$ cat src/rtl/ddr_pkg.sv
// ---------------------------------------------------------------------------
// ddr_pkg
// Shared DDR command-bus types and default timing constants.
//   cmd_t       : command encoding seen by the command generator.
//   ref_state_t : refresh sequencer FSM states.
//   *_DEF       : default parameter values for the refresh path.
// ---------------------------------------------------------------------------
package ddr_pkg;

  typedef enum logic [1:0] {
    CMD_NOP  = 2'd0,
    CMD_PREA = 2'd1,
    CMD_REF  = 2'd2
  } cmd_t;

  typedef enum logic [2:0] {
    ST_IDLE     = 3'd0,
    ST_DRAIN    = 3'd1,
    ST_PREA     = 3'd2,
    ST_WAIT_RP  = 3'd3,
    ST_REF      = 3'd4,
    ST_WAIT_RFC = 3'd5
  } ref_state_t;

  localparam int T_RP_DEF     = 6;
  localparam int T_RFC_DEF    = 88;
  localparam int PEND_MAX_DEF = 9;
  localparam int NBANK_DEF    = 8;

  function automatic int max_int(input int a, input int b);
    return (a > b) ? a : b;
  endfunction

endpackage

$ cat src/rtl/refresh_sequencer_if.sv
// ---------------------------------------------------------------------------
// refresh_sequencer_if
// Bundles the grant input, bank/scheduler status, command-bus handshake and
// status outputs of the refresh sequencer.
//   master : the sequencer (drives ref_hold, cmd_*, ref_done, pending, overflow)
//   slave  : the surrounding controller/scheduler/arbiter side
// ---------------------------------------------------------------------------
interface refresh_sequencer_if #(
  parameter int NBANK = 8
) ();
  logic             ref_do;
  logic [NBANK-1:0] bank_open;
  logic             sched_idle;
  logic             ref_hold;
  logic             cmd_valid;
  logic [1:0]       cmd_type;
  logic             cmd_ready;
  logic             ref_done;
  logic [3:0]       pending;
  logic             overflow;

  modport master (
    input  ref_do, bank_open, sched_idle, cmd_ready,
    output ref_hold, cmd_valid, cmd_type, ref_done, pending, overflow
  );

  modport slave (
    output ref_do, bank_open, sched_idle, cmd_ready,
    input  ref_hold, cmd_valid, cmd_type, ref_done, pending, overflow
  );
endinterface

$ cat src/rtl/wait_timer.sv
// ---------------------------------------------------------------------------
// wait_timer
// Load / decrement down-counter with zero flags. Load has priority over
// decrement; the counter saturates at zero instead of wrapping.
//   clk, rst     : clock, synchronous active-high reset
//   i_load       : load i_load_val
//   i_dec        : decrement by one (ignored at zero)
//   o_zero       : count == 0
//   o_one        : count == 1 (next decrement reaches zero)
// ---------------------------------------------------------------------------
module wait_timer #(
  parameter int W = 7
) (
  input  logic         clk,
  input  logic         rst,
  input  logic         i_load,
  input  logic [W-1:0] i_load_val,
  input  logic         i_dec,
  output logic         o_zero,
  output logic         o_one
);
  logic [W-1:0] r_count;

  // Counter register: load, saturating decrement, or hold.
  always_ff @(posedge clk) begin
    if (rst) begin
      r_count <= '0;
    end else if (i_load) begin
      r_count <= i_load_val;
    end else if (i_dec && (r_count != '0)) begin
      r_count <= r_count - W'(1);
    end else begin
      r_count <= r_count;
    end
  end

  assign o_zero = (r_count == '0);
  assign o_one  = (r_count == W'(1));
endmodule

$ cat src/rtl/refresh_sequencer.sv
// ---------------------------------------------------------------------------
// refresh_sequencer
// Turns refresh grants into DDR command-bus traffic: quiesce the scheduler,
// PREA if any bank is open, REF, then hold the bus for tRFC. Queued grants
// chain straight into the next REF without another drain/PREA.
//   core_clk, core_rst : clock, synchronous active-high reset
//   bus (master)       : ref_do, bank_open, sched_idle, cmd_ready in;
//                        ref_hold, cmd_valid, cmd_type, ref_done,
//                        pending, overflow out (all registered)
// ---------------------------------------------------------------------------
module refresh_sequencer
  import ddr_pkg::*;
#(
  parameter int T_RP     = T_RP_DEF,
  parameter int T_RFC    = T_RFC_DEF,
  parameter int PEND_MAX = PEND_MAX_DEF,
  parameter int NBANK    = NBANK_DEF
) (
  input  logic                core_clk,
  input  logic                core_rst,
  refresh_sequencer_if.master bus
);
  localparam int TW_RAW = $clog2(max_int(T_RP, T_RFC));
  localparam int TW     = (TW_RAW < 1) ? 1 : TW_RAW;
  localparam logic [3:0] PEND_MAX_L = 4'(PEND_MAX);

  ref_state_t r_state, w_state_next;
  logic [3:0] r_pending, w_pend_next;
  logic       r_overflow, r_ref_hold, r_cmd_valid, r_ref_done;
  cmd_t       r_cmd_type;
  logic       w_inc, w_dec, w_any_open, w_done_next;
  logic       w_tmr_load, w_tmr_dec, w_tmr_zero, w_tmr_one;
  logic [TW-1:0] w_tmr_val;

  wait_timer #(.W(TW)) u_timer (
    .clk        (core_clk),
    .rst        (core_rst),
    .i_load     (w_tmr_load),
    .i_load_val (w_tmr_val),
    .i_dec      (w_tmr_dec),
    .o_zero     (w_tmr_zero),
    .o_one      (w_tmr_one)
  );

  // A grant at the cap is dropped; REF acceptance is the only decrement.
  assign w_inc       = bus.ref_do && (r_pending != PEND_MAX_L);
  assign w_dec       = (r_state == ST_REF) && bus.cmd_ready;
  assign w_pend_next = r_pending + {3'b000, w_inc} - {3'b000, w_dec};
  assign w_any_open  = |bus.bank_open[NBANK-1:0];

  // Next-state and timer control. Waits exit on the edge where the timer
  // reaches zero so the following command lands exactly T cycles later.
  always_comb begin
    w_state_next = r_state;
    w_tmr_load   = 1'b0;
    w_tmr_val    = '0;
    w_tmr_dec    = 1'b0;
    w_done_next  = 1'b0;
    case (r_state)
      ST_IDLE: begin
        if (r_pending != 4'd0) w_state_next = ST_DRAIN;
        else                   w_state_next = ST_IDLE;
      end
      ST_DRAIN: begin
        if (bus.sched_idle) w_state_next = w_any_open ? ST_PREA : ST_REF;
        else                w_state_next = ST_DRAIN;
      end
      ST_PREA: begin
        if (!bus.cmd_ready) begin
          w_state_next = ST_PREA;
        end else if (T_RP == 1) begin
          w_state_next = ST_REF;
        end else begin
          w_tmr_load   = 1'b1;
          w_tmr_val    = TW'(T_RP - 1);
          w_state_next = ST_WAIT_RP;
        end
      end
      ST_WAIT_RP: begin
        w_tmr_dec = 1'b1;
        if (w_tmr_one || w_tmr_zero) w_state_next = ST_REF;
        else                         w_state_next = ST_WAIT_RP;
      end
      ST_REF: begin
        if (!bus.cmd_ready) begin
          w_state_next = ST_REF;
        end else if ((T_RFC == 1) && (w_pend_next != 4'd0)) begin
          w_state_next = ST_REF;
        end else begin
          w_tmr_load   = 1'b1;
          w_tmr_val    = TW'(T_RFC - 1);
          w_state_next = ST_WAIT_RFC;
          w_done_next  = (T_RFC == 1);
        end
      end
      ST_WAIT_RFC: begin
        // r_ref_done marks the extra cycle that keeps ref_hold up after done.
        if (r_ref_done) begin
          w_state_next = ST_IDLE;
        end else if (w_tmr_one || w_tmr_zero) begin
          if (w_pend_next != 4'd0) begin
            w_state_next = ST_REF;
          end else begin
            w_state_next = ST_WAIT_RFC;
            w_done_next  = 1'b1;
          end
        end else begin
          w_tmr_dec    = 1'b1;
          w_state_next = ST_WAIT_RFC;
        end
      end
      default: w_state_next = ST_IDLE;
    endcase
  end

  // State register.
  always_ff @(posedge core_clk) begin
    if (core_rst) r_state <= ST_IDLE;
    else          r_state <= w_state_next;
  end

  // Output registers, decoded from the next state so they align with it.
  always_ff @(posedge core_clk) begin
    if (core_rst) begin
      r_ref_hold  <= 1'b0;
      r_cmd_valid <= 1'b0;
      r_cmd_type  <= CMD_NOP;
      r_ref_done  <= 1'b0;
      r_pending   <= 4'd0;
      r_overflow  <= 1'b0;
    end else begin
      r_ref_hold  <= (w_state_next != ST_IDLE);
      r_cmd_valid <= (w_state_next == ST_PREA) || (w_state_next == ST_REF);
      case (w_state_next)
        ST_PREA: r_cmd_type <= CMD_PREA;
        ST_REF:  r_cmd_type <= CMD_REF;
        default: r_cmd_type <= CMD_NOP;
      endcase
      r_ref_done  <= w_done_next;
      r_pending   <= w_pend_next;
      r_overflow  <= r_overflow || (bus.ref_do && (r_pending == PEND_MAX_L));
    end
  end

  assign bus.ref_hold  = r_ref_hold;
  assign bus.cmd_valid = r_cmd_valid;
  assign bus.cmd_type  = r_cmd_type;
  assign bus.ref_done  = r_ref_done;
  assign bus.pending   = r_pending;
  assign bus.overflow  = r_overflow;
endmodule

$ cat src/flat_wrapper.sv
// flat-port wrapper written by rule: the top's interface ports become plain ports
module refresh_sequencer_flat import ddr_pkg::*;
#(
  parameter int T_RP     = T_RP_DEF,
  parameter int T_RFC    = T_RFC_DEF,
  parameter int PEND_MAX = PEND_MAX_DEF,
  parameter int NBANK    = NBANK_DEF
)
  (core_clk, core_rst, bus_ref_do, bus_bank_open, bus_sched_idle, bus_cmd_ready, bus_ref_hold, bus_cmd_valid, bus_cmd_type, bus_ref_done, bus_pending, bus_overflow);
  refresh_sequencer_if #(.NBANK(NBANK)) bus_i ();
  input  logic core_clk;
  input  logic core_rst;
  input wire logic [$bits(bus_i.ref_do)-1:0] bus_ref_do;
  input wire logic [$bits(bus_i.bank_open)-1:0] bus_bank_open;
  input wire logic [$bits(bus_i.sched_idle)-1:0] bus_sched_idle;
  input wire logic [$bits(bus_i.cmd_ready)-1:0] bus_cmd_ready;
  output wire logic [$bits(bus_i.ref_hold)-1:0] bus_ref_hold;
  output wire logic [$bits(bus_i.cmd_valid)-1:0] bus_cmd_valid;
  output wire logic [$bits(bus_i.cmd_type)-1:0] bus_cmd_type;
  output wire logic [$bits(bus_i.ref_done)-1:0] bus_ref_done;
  output wire logic [$bits(bus_i.pending)-1:0] bus_pending;
  output wire logic [$bits(bus_i.overflow)-1:0] bus_overflow;
  assign bus_i.ref_do = bus_ref_do;
  assign bus_i.bank_open = bus_bank_open;
  assign bus_i.sched_idle = bus_sched_idle;
  assign bus_i.cmd_ready = bus_cmd_ready;
  assign bus_ref_hold = bus_i.ref_hold;
  assign bus_cmd_valid = bus_i.cmd_valid;
  assign bus_cmd_type = bus_i.cmd_type;
  assign bus_ref_done = bus_i.ref_done;
  assign bus_pending = bus_i.pending;
  assign bus_overflow = bus_i.overflow;
  refresh_sequencer #(.T_RP(T_RP), .T_RFC(T_RFC), .PEND_MAX(PEND_MAX), .NBANK(NBANK)) u_core (.core_clk(core_clk), .core_rst(core_rst), .bus(bus_i));
endmodule
$ cat config.mk
export PLATFORM = sky130hd
export DESIGN_NAME = refresh_sequencer_flat
export DESIGN_NICKNAME = d
export VERILOG_FILES = /design/src/rtl/ddr_pkg.sv /design/src/rtl/refresh_sequencer_if.sv /design/src/rtl/wait_timer.sv /design/src/rtl/refresh_sequencer.sv /design/src/flat_wrapper.sv
export SDC_FILE = /design/constraint.sdc
export NUM_CORES = 1
export LEC_CHECK = 0
export ABC_AREA = 1
export CORE_MARGIN = 3
export CORE_UTILIZATION = 46
export DETAILED_ROUTE_END_ITERATION = 16
export GPL_TIMING_DRIVEN = 0
export PLACE_DENSITY = 0.75
export RECOVER_POWER = 100
export SYNTH_ARGS = -nofsm -noshare
export SYNTH_HDL_FRONTEND = slang
export SYNTH_SLANG_ARGS = --single-unit
$ cat constraint.sdc
create_clock -name core_clk -period 2.1 [get_ports core_clk]
set_input_delay 0.42 -clock core_clk [delete_from_list [all_inputs] [get_ports core_clk]]
set_output_delay 0.42 -clock core_clk [all_outputs]
set_load 0.05 [all_outputs]
==> impl_results.md <==
- Residual DRC: 0
- GRT Residual Overflow: 0
- Initial DRC Count: 54
- Synth Cell Area: 0.00122 mm^2
- Boundary Pins: 23
- CTS Buf Count: 3
- CTS sink cnt: 20
- Clock skew: 0.0114 ns
- First-pass GRT wire length: 4.75 mm
- Layout cells sized above 1: 0.284
- Clk slew on worst S/H paths: 0.12 ns
- Fin worst setup slack: -0.124 ns
- Max-slew violation count: 0
- CTS tree: built
- Dpl ws: -0.599 ns
- Final setup fails: 6
- Worst EP required: 2.33 ns
- Number of fillers in the final layout: 191
- All-Layer GR Usage: 0.183
- Power density over the cells: 1140 mW/mm^2
- # nets final: 233
- Worst VDD drop: 0.000902 V
- Synth Flop Type: dfxtp_1
- Die extent in y: 57.6 um
- Layout Utilization: 0.676
- Worst hold margin: 0.466 ns
- I/O Buffers: 22
- Initial Util: 0.489
- Final wirelength: 2.90 mm
- Leak: 0.771 nW
- Initial antenna violation count: 0
- Largest net degree at the start of global routing: 13
- CP Data Arrival Time: 2.46 ns
- Clock latency on the worst-skew pair: 0.32 ns
- Final min period: 2.22 ns
- Post-synthesis area per instance: 7.03 um^2
- Die ar.: 0.00331 mm^2
- Clock Path Buffers: 2
- First drt pass iteration count: 4
- Vias in the first global route: 1,157
- WL/cell: 12.0 um
- Die W: 57.6 um
- Setup TNS: -0.613 ns
- CP startpoint kind: flop
- FP Rows: 18
- RSZ-0062 raised after global routing: true
- Synthesis-to-layout area growth: 38.0%
- Detail Placement HPWL: 2.02 mm
- Routed vias: 1,213
- Synth Register Bits: 20
- Final period util: 1.06
- Max-cap viol count: 0
- Yosys cell types: 26
- Asr flop ratio synth: 0
- Crit path kind: flop to flop
- Post-DRT Antenna Nets: 0
- Post-Synthesis Cells: 174
- Via density: 5.03
- Number of synthesized flops with an enable pin: 0
- FF/Latch Area: 409 um^2
- Failing checks: setup timing
- # diodes: 0
- CP Capture Type: flop
- Status: complete, but fails checks
- Root Buffer: clkbuf_4
- FMAX: 450 MHz
- Ys Warns: 0
- Core area: 0.00250 mm^2
- Routability cong.: 0.875
- Syn_nets: 195
- Final hold vios: 0
- Hold crit path type: flop to flop
- Multi-input logic area: 766 um^2
- Worst-Margin Slew: 0.539 ns
- H-tree lvl count: 1
- Register area share after synthesis: 0.327
- Slew Limit Headroom: 0.641
- Crit-path max FO: 4
[through the flow]
step                      instance area (um^2)  std cells  power (mW)
after floorplan                           1240        174        1.23
after global placement                    1500        226        1.42
after detailed placement                  1500        226        1.45
after CTS                                 1640        240        1.87
after global routing                      1690        241        2.06
final                                     1690        241        1.93
[Yosys cell counts, types with 4 or more instances]
cell	number	area share
a21oi_1	6	0.025
dfxtp_1	20	0.33
ha_1	7	0.072
inv_1	24	0.074
inv_2	4	0.012
nand2_1	33	0.10
nand2_2	5	0.026
nand3_1	16	0.065
nand4_1	4	0.020
nor2_1	28	0.086
nor2_2	4	0.020
[registers in the layout, summed over array words and instances (netlist names)]
name / count
u_core.bus.ref_done: 1
u_core.bus.pending: 4
u_core.u_timer.r_count: 7
u_core.bus.overflow: 1
u_core.bus.ref_hold: 1
u_core.bus.cmd_type: 2
u_core.r_state: 3
u_core.bus.cmd_valid: 1
[critical path, cell delays in order, from the launching register on]
cell and delay, ns:
dfxtp_2 0.36, nor2_4 0.12, nand2_2 0.08, nor2_4 0.10, inv_2 0.06, buf_4 0.13
nand2_1 0.10, nand2_2 0.09, ha_4 0.17, inv_2 0.06, fa_2 0.44, nand3_2 0.09
nor2_2 0.04, nand2_2 0.09, nand2_4 0.07, nand2_2 0.07, nand2_1 0.05
[area by class of cell]
| class | count | area share |
|---|---|---|
| plain buffers | 2 | 0.00889 |
| clock buffers | 3 | 0.0133 |
| clock inverters | 1 | 0.0178 |
| inverters | 28 | 0.0622 |
| multi-input cells | 124 | 0.453 |
| flip-flops and latches | 20 | 0.242 |
| well taps | 30 | 0.0222 |
| repair buffers | 33 | 0.180 |
[layout by cell type (no fill, tap or decap), types with 2 or more instances in the layout]
| cell | count |
|---|---|
| o21ai_0 | 3 |
| nand2_1 | 29 |
| nand2_2 | 8 |
| nand3_1 | 15 |
| dfxtp_2 | 4 |
| nand2_4 | 3 |
| nor2_4 | 3 |
| dfxtp_1 | 15 |
| nor3_1 | 3 |
| inv_2 | 8 |
| nor2_2 | 6 |
| inv_1 | 20 |
| a21oi_2 | 3 |
| clkbuf_4 | 3 |
| xor2_1 | 2 |
| nor2_1 | 24 |
| a21oi_1 | 6 |
| buf_4 | 11 |
| ha_1 | 6 |
| nand4_1 | 4 |
| clkdlybuf4s50_1 | 20 |
[metal layers]
layer  routed length, um  GRT usage
met5                   0          0
met2                1480      0.318
met1                1190      0.218
met3                 163     0.0362
met4                  58     0.0795
[timing repair]
item                       CTS  global route
setup endpoints to repair    6             8
hold buffers                 0             0
setup buffers               10             1
pin swaps                   11             9
gates resized for setup     12             9
[cells by family after synthesis]
kind of cell               Yosys count  synth area share
xor gates and xnor gates             3            0.0215
DFF                                 20             0.327
adders and majority gates            8            0.0879
and+or+nand+nor                    100             0.402
buffers and inverters               30            0.0982
AOI/OAI and AO/OA                   13            0.0634
[final timing paths]
| check | start | to | depth (start not counted) | slack, ns |
|---|---|---|---|---|
| worst min-delay path | u_core.bus.overflow | u_core.bus.overflow | 2 | 0.47 |
| worst min register to register | u_core.bus.overflow | u_core.bus.overflow | 2 | 0.47 |
| worst max-delay path | u_core.r_state[1] | u_core.bus.ref_hold | 16 | -0.12 |
| worst max register to register | u_core.r_state[1] | u_core.bus.ref_hold | 16 | -0.12 |
[report_power, final]
| group | switching, mW | internal [mW] | leakage [nW] |
|---|---|---|---|
| registers | 0.0729 | 0.470 | 0.165 |
| clock network | 0.130 | 0.193 | 0.0279 |
| logic | 0.649 | 0.415 | 0.578 |
| total | 0.852 | 1.08 | 0.771 |
Power figures use the tool's default switching activity.
==> variant 1: new RTL, same flow settings <==
`r_pending` no longer has a reset.
--- a/src/rtl/refresh_sequencer.sv
+++ b/src/rtl/refresh_sequencer.sv
@@ -128,3 +128,2 @@
       r_ref_done  <= 1'b0;
-      r_pending   <= 4'd0;
       r_overflow  <= 1'b0;
@@ -139,5 +138,8 @@
       r_ref_done  <= w_done_next;
-      r_pending   <= w_pend_next;
       r_overflow  <= r_overflow || (bus.ref_do && (r_pending == PEND_MAX_L));
     end
+  end
+
+  always_ff @(posedge core_clk) begin
+    r_pending <= w_pend_next;
   end
Check against the original RTL: not equivalent (a bounded check fails within 4 cycles, from zero or initial values and one cycle with core_rst high).
==> variant 1 against the unedited design <==
- the flow still finishes with violations (negative setup slack)
- routed wire length shrank 0.90%
- worst setup slack lost 0.038 ns
- area after synthesis grew 0.31%
- sequential cell count is the same
- final area shrank 0.30%
- utilization shrank 0.20 points
- count of clock-buffer cells in the layout grew 1
- die area grew 0.28%
- total power grew 11%
- via count grew 3.5%
- fmax shrank 1.7%
- sequential power grew 9.6%
- first-iteration DRC count grew 9.3%
- critical path type unchanged
==> variant 1: results (changes against the unedited design) <==
Status:
- The flow ran to the end, but the final reports show violations.
- The final reports fail on negative setup slack.

Detailed routing:
- The average wire per cell in the routed design is 11.63 um (-3.3%).
- The DRC marker count from the first detailed-route iteration is 59 (+9.3%).
- The vias per cell is 5.085 (+1.0%).

STA:
- The worst setup skew after layout is 0.007608 ns (-0.003836 ns).
- The sum of negative setup slack came to -0.8322 ns (-0.2189 ns).
- The final number of setup-violating endpoints was 6 (unchanged).
- The relative slew slack is 0.6629 (+0.02205).
- The worst setup margin is -0.1619 ns (-0.03785 ns).

Power:
- The worst vdd rail ir drop came to 1122 uV (+24%).
- The leakage power is 0.8110 nW (+5.2%).

Global route:
- The largest net degree at the start of global routing is 12 (-1).
- The met2 usage in global routing is 0.3274 (+0.009677).
- The via count of the first global-routing pass is 1,240 (+7.2%).
- The overall fraction of global-route tracks in use is 0.1922 (+0.008898).
- The met1 layer usage reported by global route was 0.2375 (+0.01993).
- The first-pass GRT wire length is 5071 um (+6.7%).

Setup path:
- The data arrival time at the worst-slack endpoint is 2.51 ns (+0.05 ns).

Synthesis:
- The average instance area after synthesis is 6.819 um^2 (-3.0%).
- Sorting the synthesized cells by how often they occur yields 38 x sky130_fd_sc_hd__nand2_1, 27 x sky130_fd_sc_hd__nor2_1, 26 x sky130_fd_sc_hd__inv_1.
- The post-synth net total is 201 (+3.1%).
- The proportion of synthesized chip area in sequential cells is 0.3262 (-0.001001).
- The number of library cell types mapped by synthesis came to 25 (-3.8%).

Placement:
- The worst-case setup slack after placement is -0.6280 ns (-0.02938 ns).
- The area after detailed placement is 0.001508 mm^2 (+0.84%).
- The number of buffers inserted by port buffering was 21 (-4.5%).
- The number of cells after detailed placement is 231 (+2.2%).

Final layout:
- The final-layout fill cell count is 209 (+9.4%).

Clock network:
- The worst-skew pair later-pin latency is 0.30 ns (-0.02 ns).
==> variant 1: cell type report <==
cell class | instances | share of cell area
multi-input combinational | 128 | 0.4539
tap | 30 | 0.02229
buffer | 2 | 0.008915
clock buffer | 4 | 0.02155
timing repair buffer | 33 | 0.1776
sequential | 20 | 0.2474
inverter | 30 | 0.06835
==> variant 1: worst max-delay path, cell delays in order (launching register included) <==
cell and delay, ns:
sky130_fd_sc_hd__dfxtp_4 0.37, sky130_fd_sc_hd__nor3_4 0.23, sky130_fd_sc_hd__nand2_4 0.09, sky130_fd_sc_hd__nor2_4 0.10
sky130_fd_sc_hd__inv_2 0.05, sky130_fd_sc_hd__nand2_2 0.07, sky130_fd_sc_hd__ha_4 0.14, sky130_fd_sc_hd__inv_2 0.03
sky130_fd_sc_hd__fa_1 0.46, sky130_fd_sc_hd__inv_1 0.05, sky130_fd_sc_hd__nor2_1 0.11, sky130_fd_sc_hd__nand2_1 0.08
sky130_fd_sc_hd__nor2_2 0.13, sky130_fd_sc_hd__nand2_2 0.09, sky130_fd_sc_hd__nand3_4 0.09, sky130_fd_sc_hd__nand2_2 0.06
sky130_fd_sc_hd__nand2_1 0.06
==> variant 1: final timing paths <==
kind                       startpoint             endpoint  depth (start not counted)
setup / recovery    u_core.r_state[1]  u_core.bus.ref_hold                         16
hold / removal    u_core.bus.overflow  u_core.bus.overflow                          2
setup reg to reg    u_core.r_state[1]  u_core.bus.ref_hold                         16
hold reg to reg   u_core.bus.overflow  u_core.bus.overflow                          2
==> variant 1: metal layers <==
| layer | vias up | part of all wire |
|---|---|---|
| met4 | 0 | 0.013 |
| met5 | - | 0 |
| met2 | 34 | 0.52 |
| met3 | 4 | 0.041 |
| li1 | 645 | - |
| met1 | 573 | 0.43 |
==> variant 1: kinds of logic after synthesis <==
logic type / share of synthesized area
flip-flops: 0.3262
AND/OR/NAND/NOR: 0.3965
AO/OA/AOI/OAI: 0.07850
XOR/XNOR: 0.007137
buffers and inverters: 0.1040
adder cells (fa/ha/maj): 0.08766
==> variant 1: power breakdown <==
part / switching [mW] / internal [mW] / total (mW)
combinational: 0.825 / 0.497 / 1.32
sequential: 0.0916 / 0.503 / 0.595
clock: 0.118 / 0.106 / 0.224
==> variant 1: repair_timing <==
item,4_1_cts,5_1_grt
cloned,0,0
gates resized for setup,9,5
setup buffers,8,4
setup endpoints to repair,6,6
pin swaps,8,1
==> variant 1: stage by stage <==
step	hold slack [ns]	util
finish	0.4572	0.6737
floorplan	0.4592	-
global route	0.4753	0.6737
global placement	0.4362	0.6031
detailed placement	0.4404	0.6031
CTS	0.4584	0.6537
==> variant 2: new RTL, config.mk and constraints unchanged <==
Without the edit above. The package constant `PEND_MAX_DEF` goes from 9 to 6.
--- a/src/rtl/ddr_pkg.sv
+++ b/src/rtl/ddr_pkg.sv
@@ -26,3 +26,3 @@
   localparam int T_RFC_DEF    = 88;
-  localparam int PEND_MAX_DEF = 9;
+  localparam int PEND_MAX_DEF = 6;
   localparam int NBANK_DEF    = 8;
Check against the original RTL: not equivalent (Yosys sat finds a counterexample within 10 cycles, from zero or initial values and one cycle with core_rst high).
==> variant 2 against the unedited design <==
- the flow still finishes with violations (negative setup slack)
- clock power fell by 13%
- worst setup slack worse by 0.020 ns
- sequential cell count is the same
- cell count is 1.2% lower
- routed wire length increased by 0.69%
- area after synthesis down 0.41%
- total power down 12%
- clock skew decreased by 0.00069 ns
- final area fell by 1.8%
- critical path type unchanged
- largest power group unchanged
==> variant 2: results (changes against the unedited design) <==
Status:
- The flow ran to the end, but the final reports show violations.
- The checks that failed: negative setup slack.

Setup path:
- In this run the critical register-to-register path is launched from u_core.r_state[0].
- The data arrival time at the worst-slack endpoint is 2.51 ns (+0.05 ns).

Detailed routing:
- The total met2 wirelength after detailed routing is 1509 um (+1.7%).
- The total length of routed met3 wires is 119 um (-27%).
- The average wire per cell in the routed design is 12.26 um (+2.0%).
- The vias per cell is 5.034 (about the same).

STA:
- The worst hold slack was 0.4599 ns (-0.005871 ns).
- The worst setup margin came to -0.1441 ns (-0.02003 ns).
- The final number of setup-violating endpoints was 6 (unchanged).
- The sum of negative setup slack is -0.6988 ns (-0.08546 ns).
- The worst setup skew after layout is 0.01075 ns (-0.0006950 ns).

Power:
- The leakage power is 0.7566 nW (-1.9%).
- The worst vdd rail ir drop was 800.3 uV (-11%).
- The total internal power is 0.9511 mW (-12%).

Global route:
- The initial antenna violation count is 0 (unchanged).
- The first-pass GRT wire length is 4747 um (-0.15%).

Placement:
- The routability-driven placement congestion ratio is 0.9622 (+9.9%).

Synthesis:
- The number of library cell types mapped by synthesis is 25 (-3.8%).
- The share of the synthesized area in compound gates (AO/OA/AOI/OAI) is 0.06366 (+0.0002603).
- Ranked by total cell area, the synthesized netlist is headed by sky130_fd_sc_hd__dfxtp_1 33%, sky130_fd_sc_hd__nand2_1 9.9%, sky130_fd_sc_hd__nor2_1 8.6%, sky130_fd_sc_hd__inv_1 7.7%, sky130_fd_sc_hd__ha_1 7.2%.
- The proportion of synthesized chip area in sequential cells came to 0.3285 (+0.001344).
- By count the netlist is led by 32 x sky130_fd_sc_hd__nand2_1, 28 x sky130_fd_sc_hd__nor2_1, 25 x sky130_fd_sc_hd__inv_1.
- The area share of fa/ha/maj cells after synthesis was 0.08830 (+0.0003611).

Final layout:
- The share of cells above drive strength 1 is 0.2692 (-0.01513).
## variant 2: cell types whose count changed after synthesis
cell	unedited run	this run
sky130_fd_sc_hd__clkbuf_1	1	0
sky130_fd_sc_hd__nand2_1	33	32
sky130_fd_sc_hd__nor2_4	1	0
sky130_fd_sc_hd__nand3_1	16	17
sky130_fd_sc_hd__inv_1	24	25
sky130_fd_sc_hd__buf_2	0	1
## variant 2: final cells by class
| class | count | area [um^2] |
|---|---|---|
| fill | 205 | 840.8 |
| multi-input combinational | 123 | 753.2 |
| sequential | 20 | 415.4 |
| timing repair buffer | 30 | 281.5 |
| inverter | 29 | 108.9 |
| clock buffer | 4 | 47.55 |
| tap | 30 | 37.54 |
| buffer | 2 | 15.01 |
## variant 2: worst min-delay path, stage by stage, from the launching register on
cell and delay (ns):
sky130_fd_sc_hd__dfxtp_1 0.33, sky130_fd_sc_hd__inv_1 0.05, sky130_fd_sc_hd__a21oi_1 0.05
## variant 2: worst max path at each step
stage	from	end	slack (ns)	cells past startpoint
after floorplan	u_core.r_state[1]	u_core.bus.ref_hold	-0.01	16
after global placement	bus_cmd_ready	u_core.bus.ref_hold	-0.65	16
after detailed placement	bus_cmd_ready	u_core.bus.ref_hold	-0.65	16
after CTS	u_core.r_state[1]	u_core.bus.ref_hold	-0.13	16
after global routing	u_core.r_state[0]	u_core.bus.ref_hold	-0.29	16
final	u_core.r_state[0]	u_core.bus.ref_hold	-0.14	16
## variant 2: cells by family (layout without fill, tap and decap cells)
family,after synthesis,count (layout)
AO/OA/AOI/OAI,13,13
XOR/XNOR,3,3
adder cells (fa/ha/maj),8,8
buffers and inverters,31,65
flip-flops,20,20
AND/OR/NAND/NOR,99,99
## variant 2: power by group through the flow
stage / Combinational, mW / Sequential [mW] / Clock [mW]
after global routing: 0.961 / 0.542 / 0.305
after floorplan: 0.478 / 0.642 / 0
after CTS: 0.822 / 0.525 / 0.292
after detailed placement: 0.792 / 0.523 / 0
final: 0.884 / 0.531 / 0.281
after global placement: 0.775 / 0.518 / 0
## variant 2: metal layers
layer  GRT usage  vias up
li1            -      619
met1      0.2039      544
met2      0.3258       28
met3     0.02715        7
met4      0.1060        0
met5           0        -
## variant 2: repair_timing
item | in CTS | in global routing
buffers inserted | 5 | 3
resized for setup | 13 | 10
endpoints found under the setup margin | 7 | 8
hold buffers | 0 | 0
gates cloned | 0 | 0
pin swaps | 7 | 10
## variant 2: through the flow
stage	utilization	setup slack, ns	total power, mW	area [um^2]
floorplan	-	-0.01368	1.120	1232
global placement	0.5961	-0.6537	1.293	1490
detailed placement	0.5961	-0.6535	1.315	1490
CTS	0.6391	-0.1327	1.639	1598
global route	0.6637	-0.2860	1.808	1659
finish	0.6637	-0.1441	1.696	1659
